File: src/rtl/user_ahb_pkg.sv
`default_nettype none
// ============================================================================
//  Module   : user_ahb_pkg
//  Purpose  : Shared encodings for the user AHB-Lite master: HTRANS and HSIZE
//             values, the master FSM state type and the command alignment
//             check.
//  Revision : 1.0 - initial release
// ============================================================================
package user_ahb_pkg;

  localparam logic [1:0] C_HTRANS_IDLE   = 2'b00;
  localparam logic [1:0] C_HTRANS_NONSEQ = 2'b10;

  localparam logic [2:0] C_HSIZE_BYTE = 3'd0;
  localparam logic [2:0] C_HSIZE_HALF = 3'd1;
  localparam logic [2:0] C_HSIZE_WORD = 3'd2;

  typedef enum logic [1:0] {
    ST_IDLE = 2'd0,
    ST_ADDR = 2'd1,
    ST_DATA = 2'd2,
    ST_RESP = 2'd3
  } ahb_state_e;

  // A command is legal when its size is byte/half/word and the address is
  // naturally aligned for that size.
  function automatic logic is_aligned(input logic [2:0] size,
                                      input logic [1:0] addr_lo);
    logic ok;
    case (size)
      C_HSIZE_BYTE: ok = 1'b1;
      C_HSIZE_HALF: ok = ~addr_lo[0];
      C_HSIZE_WORD: ok = (addr_lo == 2'b00);
      default:      ok = 1'b0;
    endcase
    return ok;
  endfunction

endpackage
`default_nettype wire

File: src/rtl/user_ahb_lane.sv
`default_nettype none
// ============================================================================
//  Module   : user_ahb_lane
//  Purpose  : Byte-lane handling for the AHB master. Replicates right-justified
//             write data across all lanes of HWDATA and extracts the addressed
//             lane of HRDATA as a right-justified, zero-extended value.
//  Ports    : i_size     - HSIZE of the transfer (byte/half/word)
//             i_addr_lo  - HADDR[1:0] of the transfer
//             i_wdata    - right-justified write data
//             i_hrdata   - raw slave read data
//             o_hwdata   - lane-replicated write data
//             o_rdata    - extracted, zero-extended read data
//  Revision : 1.0 - initial release
// ============================================================================
module user_ahb_lane
  import user_ahb_pkg::*;
(
  input  logic [2:0]  i_size,
  input  logic [1:0]  i_addr_lo,
  input  logic [31:0] i_wdata,
  input  logic [31:0] i_hrdata,
  output logic [31:0] o_hwdata,
  output logic [31:0] o_rdata
);

  always_comb begin
    o_hwdata = i_wdata;
    o_rdata  = i_hrdata;
    case (i_size)
      C_HSIZE_BYTE: begin
        o_hwdata = {4{i_wdata[7:0]}};
        o_rdata  = {24'd0, i_hrdata[{i_addr_lo, 3'b000} +: 8]};
      end
      C_HSIZE_HALF: begin
        o_hwdata = {2{i_wdata[15:0]}};
        // addr[0] is always 0 for a legal halfword, only addr[1] picks the lane
        o_rdata  = {16'd0, i_hrdata[{i_addr_lo[1], 4'b0000} +: 16]};
      end
      default: ;
    endcase
  end

endmodule
`default_nettype wire

File: src/rtl/user_ahb_master.sv
`default_nettype none
// ============================================================================
//  Module   : user_ahb_master
//  Purpose  : AHB-Lite single-master initiator. Turns a valid/ready command
//             stream into non-pipelined single AHB transfers and returns read
//             data / error status on a valid/ready response stream.
//  Ports    : HCLK, HRESETn              - clock, async active-low reset
//             cmd_valid/ready/write/addr/size/wdata - command stream
//             rsp_valid/ready/rdata/err  - response stream
//             HSEL, HADDR, HWDATA, HWRITE, HTRANS, HSIZE, HREADY - AHB outputs
//             HRDATA, HREADYOUT          - AHB slave returns
//  Config   : USER_AHB_MASTER_TIMEOUT_EN - when defined, a data phase stalled
//             for TIMEOUT_CYCLES consecutive wait cycles ends with rsp_err=1.
//  Revision : 1.0 - initial release
// ============================================================================
module user_ahb_master
  import user_ahb_pkg::*;
#(
  parameter int unsigned TIMEOUT_CYCLES = 256
) (
  input  logic        HCLK,
  input  logic        HRESETn,
  input  logic        cmd_valid,
  output logic        cmd_ready,
  input  logic        cmd_write,
  input  logic [31:0] cmd_addr,
  input  logic [2:0]  cmd_size,
  input  logic [31:0] cmd_wdata,
  output logic        rsp_valid,
  input  logic        rsp_ready,
  output logic [31:0] rsp_rdata,
  output logic        rsp_err,
  output logic        HSEL,
  output logic        HWRITE,
  output logic [31:0] HADDR,
  output logic [31:0] HWDATA,
  output logic [1:0]  HTRANS,
  output logic [2:0]  HSIZE,
  output logic        HREADY,
  input  logic [31:0] HRDATA,
  input  logic        HREADYOUT
);

  ahb_state_e  state_q, state_d;
  logic        hsel_q, hsel_d;
  logic        hwrite_q, hwrite_d;
  logic [31:0] haddr_q, haddr_d;
  logic [31:0] hwdata_q, hwdata_d;
  logic [1:0]  htrans_q, htrans_d;
  logic [2:0]  hsize_q, hsize_d;
  logic [31:0] wdata_q, wdata_d;
  logic [31:0] rsp_rdata_q, rsp_rdata_d;
  logic        rsp_err_q, rsp_err_d;

  logic [31:0] w_hwdata_rep;
  logic [31:0] w_rdata_ext;
  logic        w_tmo_hit;

  user_ahb_lane u_lane (
    .i_size    (hsize_q),
    .i_addr_lo (haddr_q[1:0]),
    .i_wdata   (wdata_q),
    .i_hrdata  (HRDATA),
    .o_hwdata  (w_hwdata_rep),
    .o_rdata   (w_rdata_ext)
  );

`ifdef USER_AHB_MASTER_TIMEOUT_EN
  localparam int unsigned C_CNT_W = (TIMEOUT_CYCLES > 2) ? $clog2(TIMEOUT_CYCLES) : 1;
  logic [C_CNT_W-1:0] tmo_cnt_q, tmo_cnt_d;

  // The hit fires on the wait cycle that would be the TIMEOUT_CYCLES-th in a
  // row; a completing HREADYOUT in that cycle is handled first in the FSM.
  assign w_tmo_hit = (tmo_cnt_q == C_CNT_W'(TIMEOUT_CYCLES - 1));

  always_comb begin
    tmo_cnt_d = tmo_cnt_q;
    if (state_q == ST_ADDR) begin
      tmo_cnt_d = '0;
    end else if ((state_q == ST_DATA) && !HREADYOUT) begin
      tmo_cnt_d = tmo_cnt_q + 1'b1;
    end
  end

  always_ff @(posedge HCLK or negedge HRESETn) begin
    if (!HRESETn) tmo_cnt_q <= '0;
    else          tmo_cnt_q <= tmo_cnt_d;
  end
`else
  assign w_tmo_hit = 1'b0;
`endif

  always_comb begin
    state_d     = state_q;
    hsel_d      = hsel_q;
    hwrite_d    = hwrite_q;
    haddr_d     = haddr_q;
    hwdata_d    = hwdata_q;
    htrans_d    = htrans_q;
    hsize_d     = hsize_q;
    wdata_d     = wdata_q;
    rsp_rdata_d = rsp_rdata_q;
    rsp_err_d   = rsp_err_q;
    case (state_q)
      ST_IDLE: begin
        if (cmd_valid) begin
          if (is_aligned(cmd_size, cmd_addr[1:0])) begin
            state_d  = ST_ADDR;
            hsel_d   = 1'b1;
            htrans_d = C_HTRANS_NONSEQ;
            haddr_d  = cmd_addr;
            hwrite_d = cmd_write;
            hsize_d  = cmd_size;
            wdata_d  = cmd_wdata;
          end else begin
            // Rejected commands never reach the bus.
            state_d     = ST_RESP;
            rsp_err_d   = 1'b1;
            rsp_rdata_d = 32'd0;
          end
        end
      end
      ST_ADDR: begin
        if (HREADYOUT) begin
          state_d  = ST_DATA;
          hsel_d   = 1'b0;
          htrans_d = C_HTRANS_IDLE;
          hwdata_d = w_hwdata_rep;
        end
      end
      ST_DATA: begin
        if (HREADYOUT) begin
          state_d     = ST_RESP;
          rsp_err_d   = 1'b0;
          rsp_rdata_d = hwrite_q ? 32'd0 : w_rdata_ext;
        end else if (w_tmo_hit) begin
          state_d     = ST_RESP;
          rsp_err_d   = 1'b1;
          rsp_rdata_d = 32'd0;
        end
      end
      ST_RESP: begin
        if (rsp_ready) state_d = ST_IDLE;
      end
      default: state_d = ST_IDLE;
    endcase
  end

  always_ff @(posedge HCLK or negedge HRESETn) begin
    if (!HRESETn) begin
      state_q     <= ST_IDLE;
      hsel_q      <= 1'b0;
      hwrite_q    <= 1'b0;
      haddr_q     <= 32'd0;
      hwdata_q    <= 32'd0;
      htrans_q    <= C_HTRANS_IDLE;
      hsize_q     <= C_HSIZE_BYTE;
      wdata_q     <= 32'd0;
      rsp_rdata_q <= 32'd0;
      rsp_err_q   <= 1'b0;
    end else begin
      state_q     <= state_d;
      hsel_q      <= hsel_d;
      hwrite_q    <= hwrite_d;
      haddr_q     <= haddr_d;
      hwdata_q    <= hwdata_d;
      htrans_q    <= htrans_d;
      hsize_q     <= hsize_d;
      wdata_q     <= wdata_d;
      rsp_rdata_q <= rsp_rdata_d;
      rsp_err_q   <= rsp_err_d;
    end
  end

  // Gated with the reset pin so the command port looks busy while in reset.
  assign cmd_ready = (state_q == ST_IDLE) && HRESETn;
  assign rsp_valid = (state_q == ST_RESP);
  assign rsp_rdata = rsp_rdata_q;
  assign rsp_err   = rsp_err_q;

  assign HSEL   = hsel_q;
  assign HWRITE = hwrite_q;
  assign HADDR  = haddr_q;
  assign HWDATA = hwdata_q;
  assign HTRANS = htrans_q;
  assign HSIZE  = hsize_q;
  assign HREADY = HREADYOUT;

endmodule
`default_nettype wire
File: config.mk
export PLATFORM = sky130hd
export DESIGN_NAME = user_ahb_master
export DESIGN_NICKNAME = d
export VERILOG_FILES = /design/src/rtl/user_ahb_pkg.sv /design/src/rtl/user_ahb_lane.sv /design/src/rtl/user_ahb_master.sv
export SDC_FILE = /design/constraint.sdc
export NUM_CORES = 1
export LEC_CHECK = 0
export BUFFER_PORTS_ARGS = -buffer_cell sky130_fd_sc_hd__buf_2
export CAP_MARGIN = 20
export CORE_MARGIN = 2
export CORE_UTILIZATION = 41
export DETAILED_ROUTE_END_ITERATION = 16
export PLACE_DENSITY = 0.68
export REMOVE_ABC_BUFFERS = 1
export SYNTH_ARGS = -nofsm -noshare
export SYNTH_HDL_FRONTEND = slang
export SYNTH_SLANG_ARGS = --single-unit
File: constraint.sdc
create_clock -name HCLK -period 2.5 [get_ports HCLK]
set_input_delay 0.125 -clock HCLK [delete_from_list [all_inputs] [get_ports HCLK]]
set_output_delay 0.125 -clock HCLK [all_outputs]
set_load 0.03 [all_outputs]
Yosys cells after proc, flatten, opt, wreduce, memory -nomap -nowiden --
Cells that the tools add are included.
Storage, ports and cells: bits in registers 138, input port bits 105, output and inout port bits 107, word-level logic and storage cells 64
Cells by class: equal/unequal tests 12, shift operators 2, muxes and demuxes 27, bitwise logic cells 1, reductions and logical operators 12
Operators with widths (number):
- $pmux 32 s2 | 3
- $mux 32 | 4
- $shiftx 32x6->16 | 1
- $shiftx 32x6->8 | 1
- $mux 2 | 8
- $reduce_and 4->1 | 3
- $ne 2x2->1 const B | 5
- $pmux 2 s4 | 1
- $mux 1 | 7
- $eq 3x1->1 const B | 2
- $logic_not 3->1 | 2
- $eq 2x2->1 const B | 2
- $logic_not 2->1 | 2
- $pmux 1 s2 | 2
- $pmux 2 s2 | 1
- $reduce_bool 2->1 | 2
- $eq 3x2->1 const B | 1
- $pmux 1 s3 | 1
- $reduce_and 3->1 | 1
- $eq 2x1->1 const B | 1
- $ne 2x1->1 const B | 1
- $reduce_and 2->1 | 1
- $logic_and 1x1->1 | 1
- $not 1->1 | 1

Longest topological paths before layout --
Gate-level depths: netlist of the first run.
depth in word-level cells 7, gate-level depth with buffers 8, gate-level depth less buffers 6

Hierarchy --
A second synthesis of the first run with hierarchy kept.
Second synthesis, totals: cell total of the unflattened synthesis 547, area total of the unflattened synthesis 6566.3 um^2
By module, submodules not included:
- user_ahb_master | instances 1, cells an instance 386, area each 5542.8 um^2, sequential area each 3403.3 um^2
- user_ahb_lane | instances 1, cells an instance 161, area each 1023.5 um^2, sequential area each 0.0 um^2

Worst setup path before layout of the first run --
No wires, ideal clock.
path kind reg2reg, start point register state_q[0], end point register rsp_rdata_q[11] (netlist: rsp_rdata[11]), setup time 0.128 ns, data arrival time 1.894 ns, required time 2.372 ns, slack 0.478 ns, stages on the path, launching flop included 8, buffers on the path 1, clock period less this slack 2.022 ns, path through dfrtp_1 > inv_1 > ha_1 > inv_1 > or3_1 > o21ai_2 > buf_6 > mux2_1
On the way: cells in the longest elaborated chain, start to end 3, elaborated cells on any way between the ends 8, those cells by class eq/ne: 4; mux: 1; reduce/logical: 3
Ends and longest elaborated chain:
- start: declaration | RTL line user_ahb_master.sv:44 | ahb_state_e state_q, state_d;
- start signal: assignment | RTL line user_ahb_master.sv:162 | state_q <= state_d;
- $eq 2x2->1 / $logic_not 2->1 (equally long branches) | RTL line user_ahb_master.sv:104 | case (state_q)
- $ne 2x2->1 (no line) / $reduce_bool 2->1 (equally long branches)
- $reduce_and 4->1 (no line)
- end signal: assignment | RTL line user_ahb_master.sv:170 | rsp_rdata_q <= rsp_rdata_d;
- end: declaration | RTL line user_ahb_master.sv:52 | logic [31:0] rsp_rdata_q, rsp_rdata_d;
Parallel ways exist; a longest one is shown, timed or not. A chain may end at the register's enable or synchronous reset.

Final worst setup path of the first run --
start point register state_q[0], end point register rsp_rdata_q[21] (netlist: rsp_rdata[21])
The elaborated chain is that of the path after synthesis.

==> summary.md, run 1 <==
| Metric | Value |
|---|---|
| Internal power | `6.88 mW` |
| Final GP Congestion | `0.874` |
| Clock Path Buffers | `2` |
| Leak | `4.49 nW` |
| IO Port Bufs | `210` |
| Setup slack, reg-to-reg | `280 ps` |
| WP depth | `8` |
| Sw frac | `0.407` |
| Worst EP arrival | `2540 ps` |
| Ports | `212` |
| Core area | `0.0145 mm^2` |
| Initial antenna violation count | `1` |
| Mux cell area share after synthesis | `0.257` |
| Asr flop ratio synth | `1.00` |
| Total Wirelength | `16300 um` |
| Synth top area share | `0.562` |
| Router iterations before antenna repair | `6` |
| Place WS | `120 ps` |
| Yosys top cell by area | `dfrtp_1` |
| Top FF cell, synth | `dfrtp_1` |
| Max Clock Freq | `450 MHz` |
| Synth-to-Final Area Change | `44.8%` |
| PwrDens | `1320 mW/mm^2` |
| Switching Power | `4.72 mW` |
| Placed cell count | `854` |
| Most numerous cell in the Yosys netlist | `dfrtp_1` |
| CTS sink count | `136` |
| Crit path buf inv count | `4` |
| Worst Hold Class | `input port to flop` |
| Max-cap violations | `0` |
| Sequential share of power | `0.329` |
| Clock slew at reported path FFs | `50 ps` |
| Critical path, cell by cell | `inv_1 -> ha_1 -> inv_1 -> or3_1 -> o21ai_4 -> buf_12 -> buf_12 -> mux2i_1` |
| FF+latch count, synth | `136` |
| GRT Total Usage | `0.213` |
| Maximum VDD drop | `0.000729 V` |
| Most frequent cells after synthesis | `136 x dfrtp_1, 60 x mux2_2, 57 x mux2i_1, 50 x nand2_1, 30 x inv_1` |
| Worst-Skew Late Latency | `410 ps` |
| Routed vias/inst | `4.99` |
| Post-synth cell types | `39` |
| Routed Antenna Nets | `0` |
| EDFF count, synth | `0` |
| Final design utilization | `0.605` |
| Avg Inst Size Synth | `12.7 um^2` |
| Compound-Gate Fraction of Synth Area | `0.0713` |
| Max stage delay cell, worst path | `dfrtp_1` |
| Max FO, Critical Path | `17` |
| Layout cells sized above 1 | `0.419` |
| CP delay by family, top | `buffers and inverters` |
| First-pass GRT wire length | `26500 um` |
| Final net count | `882` |
| Simple-gate share of the synthesized area | `0.0544` |
| Post-CTS Resized | `0` |
| Final Total Pwr | `11.6 mW` |
| Initial Util | `0.418` |
| Final Non-Filler Cells | `967` |
| Hold WS | `23.3 ps` |
| Avg WL per Cell | `16.9 um` |
| Crit start category | `flop` |
| Xor/xnor share of the synthesized area | `0` |
| Hold Vio Cnt, Final | `0` |
| Clk_skew | `7.40 ps` |
| FF-to-FF End | `rsp_rdata[21]` |
| Via count | `4823` |
| Die X | `125 um` |
| Row count | `44` |
| Crit share post-route | `0.888` |
| Max-slew headroom | `0.477` |
| Root buf cell | `clkbuf_16` |
| Setup crit end kind | `flop` |
| Worst r2r path cells | `8` |
| Die Height | `125 um` |
| CTS tree | `built` |
| Clock power frac | `0.218` |
| Ys Warns | `0` |
| Tmin final | `2220 ps` |
| H-Tree Depth | `4` |
| Vias in the first global route | `5262` |
| Slew Limit Fails | `0` |
| Synthesized area | `0.00605 mm^2` |
| Sequential area share after synthesis | `0.562` |
| Main combinational cell family by area after synthesis | `multiplexers` |
| Syn Inst Count | `478` |
| CP Class | `flop to flop` |
| Worst endpoint required time | `2820 ps` |
| DRC | `0` |
| Hold path cells | `3` |
| Worst r2r src | `state_q[0]` |
| Synth Area in Adders | `0.0103` |
| RSZ-0062 raised after global routing | `false` |
| Top cells by area, synth | `dfrtp_1 56%, mux2_2 11%, mux2i_1 9.4%` |
| Slowest cell delay on critical path | `420 ps` |
| Gr ovfl total | `0` |
| Largest net degree at the start of global routing | `82` |
| Outcome | `finished clean` |
| Hold Path Sink | `rsp_rdata[28]` |
| HP Start | `HRDATA[28]` |
| Combinational power share | `0.453` |
| Hpwl dp | `10500 um` |
| Least-Margin Pin Slew | `783 ps` |
| Total CTS buffers | `17` |
| Final setup margin | `280 ps` |
| Final setup viols | `0` |
| Initial DRC Count | `197` |
| Die Area | `0.0157 mm^2` |
## registers in the layout, indices dropped and copies added (netlist names)
| signal | flops |
|---|---|
| HWDATA | 32 |
| rsp_rdata | 32 |
| wdata_q | 32 |
| HWRITE | 1 |
| rsp_err | 1 |
| HADDR | 32 |
| state_q | 2 |
| HSIZE | 3 |
| HTRANS | 1 |
## worst max path at each step
| stage | end | slack (ps) | startpoint |
|---|---|---|---|
| 5_1_grt | rsp_rdata[27] | 180 | state_q[1] |
| 6_report | rsp_rdata[21] | 280 | state_q[0] |
| 2_1_floorplan | HADDR[23] | -940 | state_q[0] |
| 4_1_cts | rsp_rdata[31] | 100 | state_q[0] |
| 3_5_place_dp | rsp_rdata[31] | 120 | state_q[0] |
| 3_3_place_gp | rsp_rdata[9] | 270 | state_q[0] |
## area by class of cell
cell class / count / area [um^2]
Fill cell: 1171 / 5710
Sequential cell: 136 / 3400
Multi-Input combinational cell: 284 / 2400
Timing Repair Buffer: 303 / 2020
Clock buffer: 21 / 470
Tap cell: 184 / 230
Clock inverter: 8 / 123
Inverter: 30 / 113
Antenna cell: 1 / 2.50
## kinds of logic after synthesis
group | after synthesis
adder cells (fa/ha/maj) | 5
AO/OA/AOI/OAI | 67
AND/OR/NAND/NOR | 70
multiplexers | 141
buffers and inverters | 58
other | 1
flip-flops | 136
## cell usage in the layout (no fill, tap or decap), types with 2 or more instances in the layout
cell type / count
nand2_1: 49
clkbuf_16: 17
bufinv_16: 3
dlygate4sd3_1: 81
inv_1: 30
mux2_2: 60
mux2i_1: 57
nor2_1: 4
clkinv_2: 2
o21a_1: 2
and2_1: 3
buf_4: 7
mux2_1: 14
nor2b_1: 3
o221ai_1: 9
dfrtp_1: 136
buf_12: 5
mux2_4: 10
ha_1: 5
buf_2: 209
a21oi_1: 9
nand2b_1: 2
o2bb2ai_1: 8
o21ai_1: 6
o21ai_0: 26
clkbuf_8: 3
clkinvlp_4: 3
## per-layer routing
metal | track usage | vias to the layer above | share of wire | wire length (um)
met5 | 0 | - | 0 | 0
met4 | 0.0804 | 0 | 0.022 | 359
met3 | 0.0715 | 30 | 0.077 | 1260
met2 | 0.362 | 185 | 0.49 | 8030
met1 | 0.249 | 2362 | 0.41 | 6660
li1 | - | 2246 | - | -
## tightest hold or removal path, cell delays in order
cell	delay (ps)
buf_2	110
nand2_1	70
mux2i_1	70
## repair_timing
| item | in CTS | in global routing |
|---|---|---|
| endpoints found under the setup margin | 0 | 15 |
| hold endpoints to repair | 135 | 0 |
| buffers inserted | 0 | 2 |
| hold buffers | 81 | 0 |
## power by group through the flow
stage	registers, mW	logic [mW]	clock network (mW)
2_1_floorplan	5.13	2.15	0
3_3_place_gp	3.76	4.99	0
3_5_place_dp	3.82	5.08	0
4_1_cts	3.80	5.20	2.58
5_1_grt	3.93	5.64	2.71
6_report	3.81	5.26	2.53
## metrics by stage
stage	setup TNS [ps]	cell area, um^2
2_1_floorplan	-68480	5900
3_3_place_gp	0	7330
3_5_place_dp	0	7330
4_1_cts	0	8740
5_1_grt	0	8770
6_report	0	8770
(Power assumes the default switching activity.)
==> run 2, diff against run 1 <==
==> constraint.sdc (replaced) <==
create_clock -name HCLK -period 2.5 [get_ports HCLK]
set_input_delay 0.25 -clock HCLK [delete_from_list [all_inputs] [get_ports HCLK]]
set_output_delay 0.25 -clock HCLK [all_outputs]
set_load 0.03 [all_outputs]
==> run 2 against run 1 <==
  * Global-route usage shrank 2.8 points
  * Core utilization shrank 6.0 points
  * Register-to-register slack lost 50 ps
  * Die area is the same
  * Via count shrank 7.5%
  * Worst setup slack lost 49 ps
  * Clock skew is essentially flat
  * Combinational power shrank 4.6%
  * Routed wire length shrank 11%
  * Worst hold slack gained 33 ps
  * Critical path type unchanged
  * Highest routed layer unchanged
==> summary.md, run 2 (same netlist as run 1, synthesis figures left out) <==
| Metric | Value |
|---|---|
| Critical path, cell by cell | `inv_1 -> ha_1 -> inv_1 -> or3_1 -> o21ai_4 -> buf_12 -> mux2_2` |
| Most frequent cells in the layout | `209 x buf_2, 136 x dfrtp_1, 60 x mux2_2` |
| Worst Hold Class | `input port to flop` |
| Final Cell Area | `0.00789 mm^2` |
| Root buf cell | `clkbuf_16` |
| IO Port Bufs | `210` |
| Clock Path Buffers | `2` |
| Most Frequent Cell on Critical Path | `inv_1` |
| Setup_tns | `0 ps` |
| Initial DRC Count | `205` |
| PwrDens | `1410 mW/mm^2` |
| Slowest cell delay on critical path | `420 ps` |
| RSZ-0062 raised after global routing | `false` |
| Initial Util | `0.418` |
| Crit path buf inv count | `3` |
| Placed instance area | `0.00734 mm^2` |
| Crit start category | `flop` |
| Core area | `0.0145 mm^2` |
| Die Height | `125 um` |
| GRT Total Usage | `0.184` |
| Via count | `4460` |
| Post-CTS setup buffers | `0` |
| Setup crit end kind | `flop` |
| Die X | `125 um` |
| Routed vias/inst | `5.05` |
| Worst EP arrival | `2560 ps` |
| Hpwl dp | `10300 um` |
| CP delay by family, top | `buffers and inverters` |
| Outcome | `finished clean` |
| Crit share post-route | `0.908` |
| Maximum VDD drop | `0.000804 V` |
| Tmin final | `2270 ps` |
| Leak | `4.12 nW` |
| Max Clock Freq | `441 MHz` |
| Hold Vio Cnt, Final | `0` |
| Die Area | `0.0157 mm^2` |
| Largest net degree at the start of global routing | `137` |
| Worst-Skew Late Latency | `410 ps` |
| Max-slew headroom | `0.416` |
| Clk_skew | `6.92 ps` |
| Clock slew at reported path FFs | `60 ps` |
| Synth-to-Final Area Change | `30.4%` |
| First-pass GRT wire length | `23100 um` |
| Total Wirelength | `14500 um` |
| Slew Limit Fails | `0` |
| Router iterations before antenna repair | `4` |
| Most common cell after layout, fill and taps aside | `buf_2` |
| Avg WL per Cell | `16.4 um` |
| Final net count | `800` |
| CP Class | `flop to flop` |
| Initial antenna violation count | `2` |
| Total CTS buffers | `17` |
| Ports | `212` |
| Row count | `44` |
| Routed Antenna Nets | `0` |
| CTS sink count | `136` |
| Antenna Cells | `0` |
| Layout cells sized above 1 | `0.464` |
| Gr ovfl total | `0` |
| Max stage delay cell, worst path | `dfrtp_1` |
| Worst endpoint required time | `2790 ps` |
| CTS tree | `built` |
| Vias in the first global route | `4510` |
| H-Tree Depth | `4` |
| Least-Margin Pin Slew | `874 ps` |
| Max-cap violations | `0` |
| Max FO, Critical Path | `33` |
| DRC | `0` |
| Final GP Congestion | `0.905` |
| Final design utilization | `0.545` |
| Final setup viols | `0` |
run 2: changes by cell type in the layout (fill, tap and decap cells not counted), sizes merged:
cell and delta:
dlygate4sd3 -80, buf -2, bufinv -2, clkinv +2
diode -1
run 2: metrics by stage:
stage / total power [mW] / setup slack (ps) / cells / hold slack [ps]
floorplan: 7.27 / -942 / 450 / -45.6
global placement: 8.73 / 324 / 854 / 415
detailed placement: 8.88 / 234 / 854 / 437
CTS: 11.2 / 245 / 884 / 32.2
global route: 11.7 / 142 / 884 / 40.8
finish: 11.1 / 231 / 884 / 55.9
run 2: per-layer routing:
layer / vias to the layer above / wire length (um) / track usage
met3: 23 / 1400 / 0.0740
met5: - / 0 / 0
met4: 0 / 253 / 0.0647
li1: 2083 / - / -
met1: 2159 / 6100 / 0.230
met2: 195 / 6720 / 0.291
run 2: repair_timing:
item	CTS	global route
endpoints found under the hold margin	4	0
hold buffers	1	0
resized for setup	0	0
run 2: worst paths after layout:
kind	startpoint	slack, ps	cells past startpoint	endpoint
min in group asynchronous	HRESETn	560	3	rsp_err
hold / removal	cmd_addr[26]	60	2	HADDR[26]
hold reg to reg	HWDATA[14]	470	2	HWDATA[14]
max in group asynchronous	HRESETn	1420	3	HADDR[13]
setup reg to reg	state_q[0]	230	7	rsp_rdata[9]
setup / recovery	state_q[0]	230	7	rsp_rdata[9]
run 2: power breakdown:
part | internal [mW] | switching (mW)
registers | 3.16 | 0.630
logic | 1.93 | 3.09
clock network | 1.40 | 0.888
run 2: cell type report:
| cell class | count | area (um^2) |
|---|---|---|
| multi-input cells | 284 | 2400 |
| inverters | 30 | 113 |
| flip-flops and latches | 136 | 3400 |
| fillers | 1266 | 6590 |
| clock inverters | 8 | 76.3 |
| repair buffers | 221 | 1200 |
| clock buffers | 21 | 460 |
| well taps | 184 | 230 |
